$ cat src/rtl/bcd_decimal_decoder.sv
// BCD-to-decimal decoder with valid/ready input and timed one-hot outputs.
// A BCD digit {A,B,C,D} is accepted when in_valid && in_ready. A legal digit
// (0..9) drives exactly one of E0..E9 for HOLD_CYCLES cycles, starting one
// cycle after acceptance. An illegal code (10..15) gives a one-cycle err pulse
// and bumps a saturating err_count. No new digit is taken while a line is shown.
//
// Ports:
//   clk, rst_n        clock (rising edge) and async active-low reset
//   in_valid/in_ready input handshake; in_ready is high only when idle
//   A,B,C,D           BCD digit, A is the MSB
//   E0..E9            registered one-hot decimal lines
//   out_valid         high while any E line is high
//   err               one-cycle pulse after an illegal code is accepted
//   err_count         saturating count of illegal codes
module bcd_decimal_decoder #(
   parameter int unsigned HOLD_CYCLES = 4,
   parameter int unsigned ERR_W       = 8
) (
   input  logic             clk,
   input  logic             rst_n,
   input  logic             in_valid,
   output logic             in_ready,
   input  logic             A,
   input  logic             B,
   input  logic             C,
   input  logic             D,
   output logic             E0,
   output logic             E1,
   output logic             E2,
   output logic             E3,
   output logic             E4,
   output logic             E5,
   output logic             E6,
   output logic             E7,
   output logic             E8,
   output logic             E9,
   output logic             out_valid,
   output logic             err,
   output logic [ERR_W-1:0] err_count
);

   localparam int unsigned HOLD_W  = 8;
   localparam int unsigned DIGIT_W = 4;
   localparam int unsigned LINES   = 10;
   localparam logic [ERR_W-1:0] ERR_MAX = '1;

   // Reject out-of-range parameters at elaboration.
   if (HOLD_CYCLES < 1 || HOLD_CYCLES > 255) begin : g_bad_hold
      $error("bcd_decimal_decoder: HOLD_CYCLES must be in 1..255");
   end
   if (ERR_W < 1) begin : g_bad_err_w
      $error("bcd_decimal_decoder: ERR_W must be at least 1");
   end

   typedef enum logic {
      IDLE = 1'b0,
      HOLD = 1'b1
   } state_t;

   state_t               state;
   logic [HOLD_W-1:0]    hold_cnt;
   logic [LINES-1:0]     lines;
   logic [DIGIT_W-1:0]   code;
   logic                 take;

   assign code     = {A, B, C, D};
   assign in_ready = (state == IDLE);
   assign take     = in_valid && in_ready;

   // Controller: accept, display for HOLD_CYCLES cycles, then release.
   always_ff @(posedge clk or negedge rst_n) begin
      if (!rst_n) begin
         state     <= IDLE;
         hold_cnt  <= '0;
         lines     <= '0;
         out_valid <= 1'b0;
         err       <= 1'b0;
         err_count <= '0;
      end else begin
         err <= 1'b0;
         case (state)
            IDLE: begin
               if (take) begin
                  if (code <= 4'd9) begin
                     lines     <= LINES'(1) << code;
                     out_valid <= 1'b1;
                     // First display cycle is already counted by the transfer edge.
                     hold_cnt  <= HOLD_W'(HOLD_CYCLES - 1);
                     state     <= HOLD;
                  end else begin
                     err <= 1'b1;
                     if (err_count != ERR_MAX) begin
                        err_count <= err_count + ERR_W'(1);
                     end
                  end
               end
            end
            HOLD: begin
               if (hold_cnt == '0) begin
                  lines     <= '0;
                  out_valid <= 1'b0;
                  state     <= IDLE;
               end else begin
                  hold_cnt <= hold_cnt - HOLD_W'(1);
               end
            end
            default: begin
               lines     <= '0;
               out_valid <= 1'b0;
               state     <= IDLE;
            end
         endcase
      end
   end

   assign E0 = lines[0];
   assign E1 = lines[1];
   assign E2 = lines[2];
   assign E3 = lines[3];
   assign E4 = lines[4];
   assign E5 = lines[5];
   assign E6 = lines[6];
   assign E7 = lines[7];
   assign E8 = lines[8];
   assign E9 = lines[9];

endmodule

$ cat config.mk
export PLATFORM = sky130hd
export DESIGN_NAME = bcd_decimal_decoder
export DESIGN_NICKNAME = d
export VERILOG_FILES = /design/src/rtl/bcd_decimal_decoder.sv
export SDC_FILE = /design/constraint.sdc
export NUM_CORES = 1
export LEC_CHECK = 0
export CORE_MARGIN = 2
export CORE_UTILIZATION = 49
export DETAILED_ROUTE_END_ITERATION = 8
export PLACE_DENSITY = 0.88
export RECOVER_POWER = 25
export SLEW_MARGIN = 20
export SYNTH_ARGS = -nofsm -noshare
export SYNTH_HDL_FRONTEND = slang
export SYNTH_SLANG_ARGS = --single-unit
$ cat constraint.sdc
create_clock -name clk -period 2.27 [get_ports clk]
set_input_delay 0.454 -clock clk [delete_from_list [all_inputs] [get_ports clk]]
set_output_delay 0.454 -clock clk [all_outputs]
set_load 0.05 [all_outputs]
== Yosys cells after proc, flatten, opt, wreduce, memory -nomap -nowiden ==
Index checks and enable logic that the tools add are counted.

* Register bits: 29
* Logic and storage cells: 41
* Bits of input ports: 7

* Reductions and logical operators: 5
* Bitwise operators: 2
* Magnitude comparators: 1
* Add/sub/neg operators: 2
* Shifts and indexed selects: 1
* Eq/ne operators: 5
* Muxes and demuxes: 19

{| class="wikitable"
|+ Operators by type and width
! cell !! count
|-
| 10-bit two-way mux || 3
|-
| 8-bit two-way mux || 3
|-
| 10-bit case mux with 2 select lines || 1
|-
| 8-bit case mux with 2 select lines || 1
|-
| 1-bit by 4-bit << shifter with 10-bit output (first input constant) || 1
|-
| 1-bit two-way mux || 9
|-
| 8-bit by 1-bit adder with 8-bit output (second input constant) || 1
|-
| 8-bit zero test || 1
|-
| 8-bit inequality test (second input constant) || 1
|-
| 8-bit by 1-bit subtractor with 8-bit output (second input constant) || 1
|-
| 2-bit by 1-bit inequality test with 1-bit output (second input constant) || 3
|-
| 3-bit AND reduction || 2
|-
| 4-bit <= comparator (second input constant) || 1
|-
| 1-bit case mux with 2 select lines || 2
|-
| 4-bit AND reduction || 1
|-
| 2-bit inequality test (second input constant) || 1
|-
| 1-bit inverter || 2
|-
| 1-bit logical AND || 1
|}

== Depth between registers and ports, before layout ==
* Depth in word-level cells: 4
* Mapped depth: 6
* Gate-level depth less buffers: 6

== Least setup slack after synthesis ==
OpenSTA, ideal clock, no wires.

* Path type: register -> register
* Start point: register err_count[0]
* End point: register err_count[1]
* Required time: 2.145 ns
* Clock period less this slack: 1.876 ns
* Slack: 0.394 ns
* Stages on the path, launching flop included: 5
* Data arrival time: 1.751 ns
* Cell sequence: dfrtp_1 > ha_1 > nand3_1 > o211ai_1 > mux2_2

* Cells in the longest elaborated chain, start to end: 2

{| class="wikitable"
|+ RTL lines
! item !! line !! source
|-
| start, declared || 39 || <nowiki>output logic [ERR_W-1:0] err_count</nowiki>
|-
| start signal, assigned || 93 || <nowiki>err_count <= err_count + ERR_W'(1);</nowiki>
|-
| parallel branches: the longest is 2 deep, another holds 8-bit by 1-bit adder with 8-bit output || n/a ||
|}

Several ways; the timed one is not identified.
A chain may end at the register's enable or synchronous reset.

== Final worst setup path ==
* Start point: register state
* End point: output in_ready

* Cells in the longest elaborated chain, start to end: 1

{| class="wikitable"
|+ RTL lines
! item !! line !! source
|-
| start, declared || 60 || <nowiki>state_t state;</nowiki>
|-
| start signal, assigned || 73 || <nowiki>state <= IDLE;</nowiki>
|-
| start signal, assigned || 89 || <nowiki>state <= HOLD;</nowiki>
|-
| start signal, assigned || 102 || <nowiki>state <= IDLE;</nowiki>
|-
| 1-bit inverter (no source line) || n/a ||
|-
| end, declared || 22 || <nowiki>output logic in_ready,</nowiki>
|}

Every way passes these cells.

==> metrics.txt <==
Max Freq 480.5 MHz; Sw Ratio 0.4266; crit path max fanout 7; Pleak 0.0007777 uW; sequential cell area 725.7 um2; Worst-Margin Slew 696.7 ps; Post-Syn Area 0.001331 mm2; multi-input logic area 575.6 um2; Synth Warn # 0; die span in x 56.13 um; crit path launch state; worst hold slack 505.7 ps; root buffer cell clkbuf_4; count leader, synth dfrtp_1; largest net degree at the start of global routing 30; Final setup violation count 0; layout net count 171; first-pass GRT wire length 4.885 mm; sequential share of power 0.408; list of most frequent post-synthesis cells dfrtp_1 (29), nor2_1 (19), nand2_1 (8); area grow syn2layout 30.17%; drt total wl 2.902 mm; VDD IR max 0.0007640 V; Synth area leader dfrtp_1; Port Buffers 27; Seq/Total Area, Yosys 0.5451; Antenna Nets Post-Route 0; clock slew at reported path FFs 80 ps; Internal 1162 uW; routed length per placed instance 15.11 um; Crit Path Category register to primary output; kind of start point of the critical path register; grt total ovfl 0; core footprint 0.002522 mm2; initial drt markers 31; worst r2r src hold_cnt[0]; Yosys reg bits 29; Slew HR 0.5355; power per cell area 1170 mW/mm2; EDFF count, synth 0; maximum buffer depth of the clock tree 2; Die Ht 56.13 um; dpl hpwl 2.082 mm; H-tree depth 2; crit path DAT 1630 ps; hold_buf cts 0; syn_area_per_cell 10.82 um2; top post-synthesis cells by area dfrtp_1 (55%), nor2_1 (5.4%), a22o_1 (3.3%), xnor2_1 (3.3%), a32o_1 (3.0%); die footprint 0.003150 mm2; number of max-cap violations 0; total number of vias 1114; postcts setup bufs 0; outcome complete, no violations; initial antenna violation count 0; Hold Vio Cnt, Final 0; total track usage 0.2029; post-synthesis cell type count 33; Clock power frac 0.156; RSZ-0062 raised after global routing no; power share of the combinational group 0.436; async set-reset flop share out of synthesis 1.000; clk_lat worst skew 330 ps; Worst setup EP type primary output; CTS tree built; Initial Utilization 0.5278; cells after synthesis 123; worst min path class register to register; fin crit period 2081 ps; Filler Cells Inserted 195; cts repair resizes 0; top_reg_cell synth dfrtp_1; GPL Wtd Cong 0.9072; final period utilization 0.9167; switching power 865.0 uW; Synth Net Count 132; clk sinks 29; Clock Skews 13.35 ps; Rows 18; Slew Limit Fails 0; vias per inst 5.802; cts bufs inserted 5; ant diodes 0; share of cells above drive strength 1 0.09877; Worst Hold Launch lines[3]; Setup TNS Final 0 ps; required time of the critical path 1820 ps; # DRC 0; DR pass1 iterations 4; vias in the first global route 1030; share of the synthesized area in the top cell type 0.5451; Top-Level Pins 28
[routing by layer]
layer,global-route usage,up-vias,wire [um]
li1,-,519,-
met1,0.2797,547,1338
met2,0.3025,40,1357
met3,0.04884,8,142
met4,0.09184,0,63
met5,0,-,0
[power groups by stage]
stage / registers (uW) / clock network [uW] / logic [uW]
floorplan: 1020 / 0 / 394
global placement: 817 / 0 / 855
detailed placement: 833 / 0 / 887
CTS: 825 / 325 / 889
global route: 850 / 350 / 943
finish: 826 / 317 / 884
[cell usage in the layout (no fill, tap or decap), types with 2 or more instances in the layout]
cell type,Yosys,layout
a22o_1,5,5
mux2i_1,3,3
xnor2_1,5,5
inv_1,7,7
and3_1,2,2
nand4_1,2,2
ha_1,2,2
buf_4,0,5
o21ai_0,3,3
nor2_1,19,19
nand2_1,8,8
a21oi_1,3,3
nand3_1,5,5
nor3_1,5,5
xor2_1,4,4
clkdlybuf4s50_1,0,26
dfrtp_1,29,29
clkbuf_4,0,5
a32o_1,4,4
[stage by stage]
| step | setup slack [ps] | utilization | std cells | power [uW] | area, um2 |
|---|---|---|---|---|---|
| floorplan | 394.3 | - | 123 | 1412 | 1331 |
| global placement | 338.9 | 0.6662 | 185 | 1672 | 1680 |
| detailed placement | 241.6 | 0.6662 | 185 | 1720 | 1680 |
| CTS | 156.0 | 0.6880 | 192 | 2039 | 1735 |
| global route | 115.1 | 0.6870 | 192 | 2144 | 1733 |
| finish | 189.0 | 0.6870 | 192 | 2027 | 1733 |
[critical path, cell delays in order (launching register included)]
cell and delay [ps]:
dfrtp_1 450, inv_1 80, clkdlybuf4s50_1 790
[sequential cells by signal, indices dropped and copies added, names as in the netlist]
name,cells
lines,10
err_count,8
hold_cnt,8
err,1
out_valid,1
state,1
[layout make-up]
type / instances / area share
inverters: 7 / 0.01516
multi-input cells: 86 / 0.3321
clock buffers: 7 / 0.03177
well taps: 30 / 0.02166
repair buffers: 33 / 0.1805
flip-flops and latches: 29 / 0.4188
[cell families after synthesis]
logic type | synth area share
buffers and inverters | 0.02256
adder cells (fa/ha/maj) | 0.01879
flip-flops | 0.5451
XOR/XNOR | 0.05921
AND/OR/NAND/NOR | 0.2030
AO/OA/AOI/OAI | 0.1203
multiplexers | 0.03102
[worst paths after layout]
kind / end / slack, ps / cells past startpoint
max in group asynchronous: err_count[1] / 1120 / 2
worst min-delay path: lines[3] / 510 / 1
worst min register to register: lines[3] / 510 / 1
worst max register to register: lines[2] / 300 / 7
worst max-delay path: in_ready / 190 / 2
min in group asynchronous: hold_cnt[3] / 690 / 2
(Power assumes the default switching activity.)
==> RTL edit 1 (same flow settings) <==
Set the parameter `ERR_W` to 10 (it was 8).
--- a/src/rtl/bcd_decimal_decoder.sv
+++ b/src/rtl/bcd_decimal_decoder.sv
@@ -16,3 +16,3 @@
    parameter int unsigned HOLD_CYCLES = 4,
-   parameter int unsigned ERR_W       = 8
+   parameter int unsigned ERR_W       = 10
 ) (
Interface: changed (resized err_count); port bits go from 28 to 30. The function was not compared with the original's and may differ.
==> RTL edit 1 against the original RTL <==
Setup slack lost 64 ps; wire length grew 16%; area after synthesis grew 8.6%; design area grew 7.0%; count of clock-buffer cells in the layout shrank 1; sequential cell count grew 2; non-clock buffer count grew 1; total power grew 14%; critical path type unchanged.
==> RTL edit 1: results (changes against the original RTL) <==
| Metric | Value |
|---|---|
| Async set-reset flop share out of synthesis | `100.0% (unchanged)` |
| Post-Synth Adder-Cell Area | `1.732% (-0.15 points)` |
| Net count after synthesis | `143 (+8.3%)` |
| Largest net degree at the start of global routing | `32 (+6.7%)` |
| Largest stage delay on the critical path | `810 ps (+20 ps)` |
| Mean Syn Cell Area | `10.78 um2 (-0.36%)` |
| CTS buffer count | `5 (unchanged)` |
| First-pass GRT wire length | `5575 um (+14%)` |
| Nets@finish | `183 (+7.0%)` |
| Compound-Gate Fraction of Synth Area | `15.67% (+3.6 points)` |
| Placer Congestion | `0.8290 (-8.6%)` |
| Root buf cell | `clkbuf_4` |
| Skew-Pair Late Insertion Delay | `320 ps` |
| Initial detailed-routing violation count | `37 (+19%)` |
| Status | `finished clean` |
| Count of H-tree levels built during CTS | `2 (unchanged)` |
| Reg2reg path depth | `5 (-2)` |
| Peak VDD IR | `0.8434 mV (+10%)` |
| Diode count | `0 (unchanged)` |
| FMAX | `0.4662 GHz (-3.0%)` |
| Postcts setup bufs | `0 (unchanged)` |
| Vias in the first global route | `1,267 (+23%)` |
| Synth top cells by count | `dfrtp_1, a21oi_1, nor2_1` |
| Crit path DAT | `1690 ps (+60 ps)` |
| Final std cells w/o fill | `205 (+6.8%)` |
| Ys Warns | `0 (unchanged)` |
| Setup WS pre-CTS | `14.50 ps (-227.1 ps)` |
| Reg2reg setup slack | `500 ps (+200 ps)` |
| Hpwl dp | `2499 um (+20%)` |
| Worst min-delay path class | `register to register` |
| Top area cells in the synthesized netlist | `dfrtp_1, a22o_1, a21oi_1, nor2_1, nor4_1` |
| Crit Path Max Fanout | `6 (-1)` |
| Multiplexer share of the synthesized area | `3.030% (-0.071 points)` |
| Hold path depth | `2 (+1)` |
| Sequential area share after synthesis | `53.68% (-0.83 points)` |
| Library cells used by synthesis | `36 (+9.1%)` |
| Clock Tree Buf Depth | `2 (unchanged)` |
| Biggest regs | `err_count: 10 flops, lines: 10 flops, hold_cnt: 8 flops` |
| Cell count after placement | `198 (+7.0%)` |
| Initial antenna violation count | `0 (unchanged)` |
| Routed Wire Length | `3373 um (+16%)` |
| Post-synthesis xor/xnor area fraction | `3.030% (-2.9 points)` |
| Clock skew | `4.870 ps (-8.483 ps)` |
| Worst hold margin | `491.8 ps (-13.88 ps)` |
| DRT Pass-1 Iters | `4 (unchanged)` |
| Clock slew at reported path FFs | `90 ps` |
| Port bufs | `29 (+7.4%)` |
| P_leak | `0.8035 nW (+3.3%)` |
| Slowest cell on the critical path | `clkdlybuf4s50_1` |
| Worst Max-Slew Pin Slew | `749.3 ps (+52.64 ps)` |
| Layout cells sized above 1 | `9.770% (-0.11 points)` |
| Post-CTS resize count | `0 (unchanged)` |
| Vias per inst | `5.946 (+2.5%)` |
| Gr usage total | `21.61% (+1.3 points)` |
[RTL edit 1: changes by cell type after synthesis, moves of 3 or more]
| cell | delta |
|---|---|
| a21oi_1 | +8 |
| a31oi_1 | +3 |
| inv_1 | -3 |
| mux2_1 | +3 |
| nor2_1 | -9 |
| nor4_1 | +5 |
| xnor2_1 | -3 |
[RTL edit 1: worst paths after layout]
kind | start | to
hold reg to reg | lines[8]$_DFFE_PN0P_ | lines[8]$_DFFE_PN0P_
hold / removal | lines[8]$_DFFE_PN0P_ | lines[8]$_DFFE_PN0P_
setup reg to reg | hold_cnt[0]$_DFFE_PN0P_ | lines[4]$_DFFE_PN0P_
min in group asynchronous | rst_n | hold_cnt[4]$_DFFE_PN0P_
max in group asynchronous | rst_n | hold_cnt[1]$_DFFE_PN0P_
setup / recovery | state$_DFF_PN0_ | in_ready
[RTL edit 1: critical path, delay by kind of cell, from the launching register on]
| kind | cells | cell delay (ps) |
|---|---|---|
| DFF | 1 | 430 |
| buffers and inverters | 2 | 940 |
[RTL edit 1: area by class of cell]
| cell class | instances | area [um2] |
|---|---|---|
| fill | 225 | 927.1 |
| sequential | 31 | 775.7 |
| multi-input combinational | 97 | 639.4 |
| timing repair buffer | 34 | 325.3 |
| clock buffer | 6 | 51.30 |
| tap | 31 | 38.79 |
| inverter | 5 | 18.77 |
| clock inverter | 1 | 5.005 |
[RTL edit 1: logic make-up after synthesis]
family | count (synthesis)
adders and majority gates | 2
buffers and inverters | 6
xor gates and xnor gates | 5
AOI/OAI and AO/OA | 33
DFF | 31
and+or+nand+nor | 53
muxes | 4
[RTL edit 1: layer usage]
layer	wire [um]	vias up	global-route usage, %
li1	-	584	-
met1	1424	581	26.63
met2	1695	45	34.99
met3	169	9	4.396
met4	83	0	12.96
met5	0	-	0
[RTL edit 1: where the power goes]
group	leakage, nW	switching, mW	internal, mW	total, mW
clock	0.0341	0.178	0.143	0.321
sequential	0.407	0.183	0.714	0.898
combinational	0.363	0.680	0.404	1.08
total	0.804	1.04	1.26	2.30
[RTL edit 1: metrics by stage]
stage	instance area, um2	utilization, %	power, mW
after floorplan	1445	-	1.624
after global placement	1800	64.73	1.921
after detailed placement	1800	64.73	1.990
after CTS	1857	66.76	2.317
after global routing	1854	66.67	2.435
final	1854	66.67	2.303
==> RTL edit 2 (same settings) <==
Made on the original files. Register the output `err_count` once more, without a reset; this adds one clock of latency there. The other outputs are not delayed to match.
--- a/src/rtl/bcd_decimal_decoder.sv
+++ b/src/rtl/bcd_decimal_decoder.sv
@@ -46,2 +46,4 @@
 
+   logic [ERR_W-1:0] err_count_s0;
+
    // Reject out-of-range parameters at elaboration.
@@ -77,3 +79,3 @@
          err       <= 1'b0;
-         err_count <= '0;
+         err_count_s0 <= '0;
       end else begin
@@ -91,4 +93,4 @@
                      err <= 1'b1;
-                     if (err_count != ERR_MAX) begin
-                        err_count <= err_count + ERR_W'(1);
+                     if (err_count_s0 != ERR_MAX) begin
+                        err_count_s0 <= err_count_s0 + ERR_W'(1);
                      end
@@ -126,2 +128,6 @@
 
+   always_ff @(posedge clk) begin
+      err_count <= err_count_s0;
+   end
+
 endmodule
Check against the original RTL: not equivalent (a bounded check fails within 4 cycles, from zero or initial values and one cycle with rst_n low).
==> RTL edit 2 against the original RTL <==
The run now ends with capacitance limit, slew limit left; design area grew 11%; sequential share of layout area grew 4.0 points; count of clock-buffer cells in the layout is the same; sequential cell count grew 8; clock power grew 8.8%; total power grew 4.7%; setup slack gained 97 ps; wire length grew 7.7%; critical path depth shrank 1; combinational power shrank 9.7%; cell count grew 9.9%; area after synthesis grew 17%.
==> RTL edit 2: results (changes against the original RTL) <==
| Metric | Value |
|---|---|
| Status | `complete, but fails checks` |
| Failing checks | `capacitance limit, slew limit` |
| Met3 WL | `98 um (-31%)` |
| Net count after synthesis | `142 (+7.6%)` |
| Crit path DAT | `1530 ps (-100 ps)` |
| Met2 wire length | `1620 um (+19%)` |
| Max-slew violation count | `30 (+30)` |
| Peak VDD IR | `0.5575 mV (-27%)` |
| Top area cells in the synthesized netlist | `dfrtp_1, dfxtp_1, a22o_1, nand3_1, nand2_1` |
| Post-Synth Adder-Cell Area | `1.613% (-0.27 points)` |
| MaxCap Viol Count | `1 (+1)` |
| Routed Wire Length | `3125 um (+7.7%)` |
| Ys Warns | `0 (unchanged)` |
| Startpoint types | `register` |
| Compound-Gate Fraction of Synth Area | `16.21% (+4.2 points)` |
| Reg2reg setup slack | `460 ps (+160 ps)` |
| Count of H-tree levels built during CTS | `2 (unchanged)` |
| Placer Congestion | `0.8394 (-7.5%)` |
| Vias in the first global route | `1,215 (+18%)` |
| Gr usage total | `20.07% (-0.22 points)` |
| Async set-reset flop share out of synthesis | `78.38% (-22 points)` |
| P_leak | `0.8305 nW (+6.8%)` |
| M1 WL | `1323 um (-1.1%)` |
| Library cells used by synthesis | `40 (+21%)` |
| Sequential area share after synthesis | `57.10% (+2.6 points)` |
| Multiplexer share of the synthesized area | `4.113% (+1.0 points)` |
| Largest net degree at the start of global routing | `30 (unchanged)` |
| Slowest cell on the critical path | `clkdlybuf4s50_1` |
| Hpwl dp | `2337 um (+12%)` |
| First-pass GRT wire length | `5292 um (+8.3%)` |
| Reg2reg path depth | `6 (-1)` |
| Largest stage delay on the critical path | `810 ps (+20 ps)` |
| DRT Pass-1 Iters | `4 (unchanged)` |
| Post-synthesis xor/xnor area fraction | `1.129% (-4.8 points)` |
| Reg2reg end | `hold_cnt[2]$_DFFE_PN0P_` |
| Max FFs per register | `10 (unchanged)` |
| Vias per inst | `5.569 (-4.0%)` |
| Initial detailed-routing violation count | `49 (+58%)` |
| Crit Path Max Fanout | `2 (-5)` |
| Nets@finish | `176 (+2.9%)` |
| Layout cells sized above 1 | `7.186% (-2.7 points)` |
| Worst min-delay path class | `register to register` |
| Placed cell area | `1876 um2 (+12%)` |
| Worst r2r src | `hold_cnt[0]$_DFFE_PN0P_` |
| Filler cells | `250 (+28%)` |
| CP startpoint | `lines[0]$_DFFE_PN0P_` |
| Setup WS pre-CTS | `97.64 ps (-144.0 ps)` |
| Clock slew at reported path FFs | `100 ps (+20 ps)` |
| Clock skew | `12.44 ps (-0.9099 ps)` |
| Worst Max-Slew Pin Slew | `1533 ps (+835.8 ps)` |
| Synth top cells by count | `dfrtp_1, nand2_1, dfxtp_1` |
| Postcts setup bufs | `0 (unchanged)` |
| Top reg by flops | `lines` |
| Min cycle time layout | `1984 ps (-96.81 ps)` |
| Critical path destination | `E0` |
| Initial antenna violation count | `0 (unchanged)` |
[RTL edit 2: cell types whose count changed in the layout (fill, tap and decap cells not counted), sizes merged, moves of 3 or more]
| cell | delta |
|---|---|
| xnor2 | -5 |
| nand2b | +3 |
| nor2b | +4 |
| nor2 | -12 |
| o21ai | +4 |
| buf | -4 |
| dfxtp | +8 |
| inv | -4 |
[RTL edit 2: cell families (layout without fill, tap and decap cells)]
logic type      count (synthesis)  after routing
buf+inv                         5             39
compound gates                 30             30
mux                             6              6
flops                          37             37
simple gates                   51             51
fa+ha+maj                       2              2
xor+xnor                        2              2
[RTL edit 2: layout make-up]
| class | instances | area, um2 | area share (%) |
|---|---|---|---|
| Timing Repair Buffer | 29 | 284.0 | 14.72 |
| Tap cell | 44 | 55.05 | 2.853 |
| Inverter | 3 | 11.26 | 0.5837 |
| Sequential cell | 37 | 885.9 | 45.91 |
| Multi-Input combinational cell | 91 | 638.1 | 33.07 |
| Clock buffer | 7 | 55.05 | 2.853 |
[RTL edit 2: through the flow]
step,util [%],power (mW),std cells
after floorplan,-,1.528,133
after global placement,61.94,1.744,204
after detailed placement,61.94,1.793,204
after CTS,63.76,2.138,211
after global routing,63.72,2.246,211
final,63.72,2.122,211
[RTL edit 2: power breakdown]
part | total [mW] | switching (mW) | internal [mW]
registers | 0.980 | 0.159 | 0.820
logic | 0.798 | 0.486 | 0.312
clock network | 0.345 | 0.199 | 0.146
total | 2.12 | 0.844 | 1.28
[RTL edit 2: worst min path at each step]
stage                                startpoint                   end  slack [ps]  cells past startpoint
CTS                 err_count_s0[1]$_DFFE_PN0P_  err_count[1]$_DFF_P_         450                      0
global route        err_count_s0[6]$_DFFE_PN0P_  err_count[6]$_DFF_P_         460                      0
floorplan                                 rst_n         err$_DFF_PN0_         160                      0
global placement    err_count_s0[1]$_DFFE_PN0P_  err_count[1]$_DFF_P_         410                      0
detailed placement  err_count_s0[6]$_DFFE_PN0P_  err_count[6]$_DFF_P_         420                      0
finish              err_count_s0[1]$_DFFE_PN0P_  err_count[1]$_DFF_P_         450                      0
[RTL edit 2: repair_timing]
item | in CTS | in global routing
resized for setup | 0 | 1
endpoints found under the setup margin | 0 | 1
hold buffers | 0 | 0
[RTL edit 2: metal layers]
metal | vias to the layer above | global-route usage (%)
li1 | 558 | -
met3 | 8 | 7.143
met4 | 0 | 11.11
met5 | - | 0
met1 | 584 | 22.96
met2 | 25 | 32.45
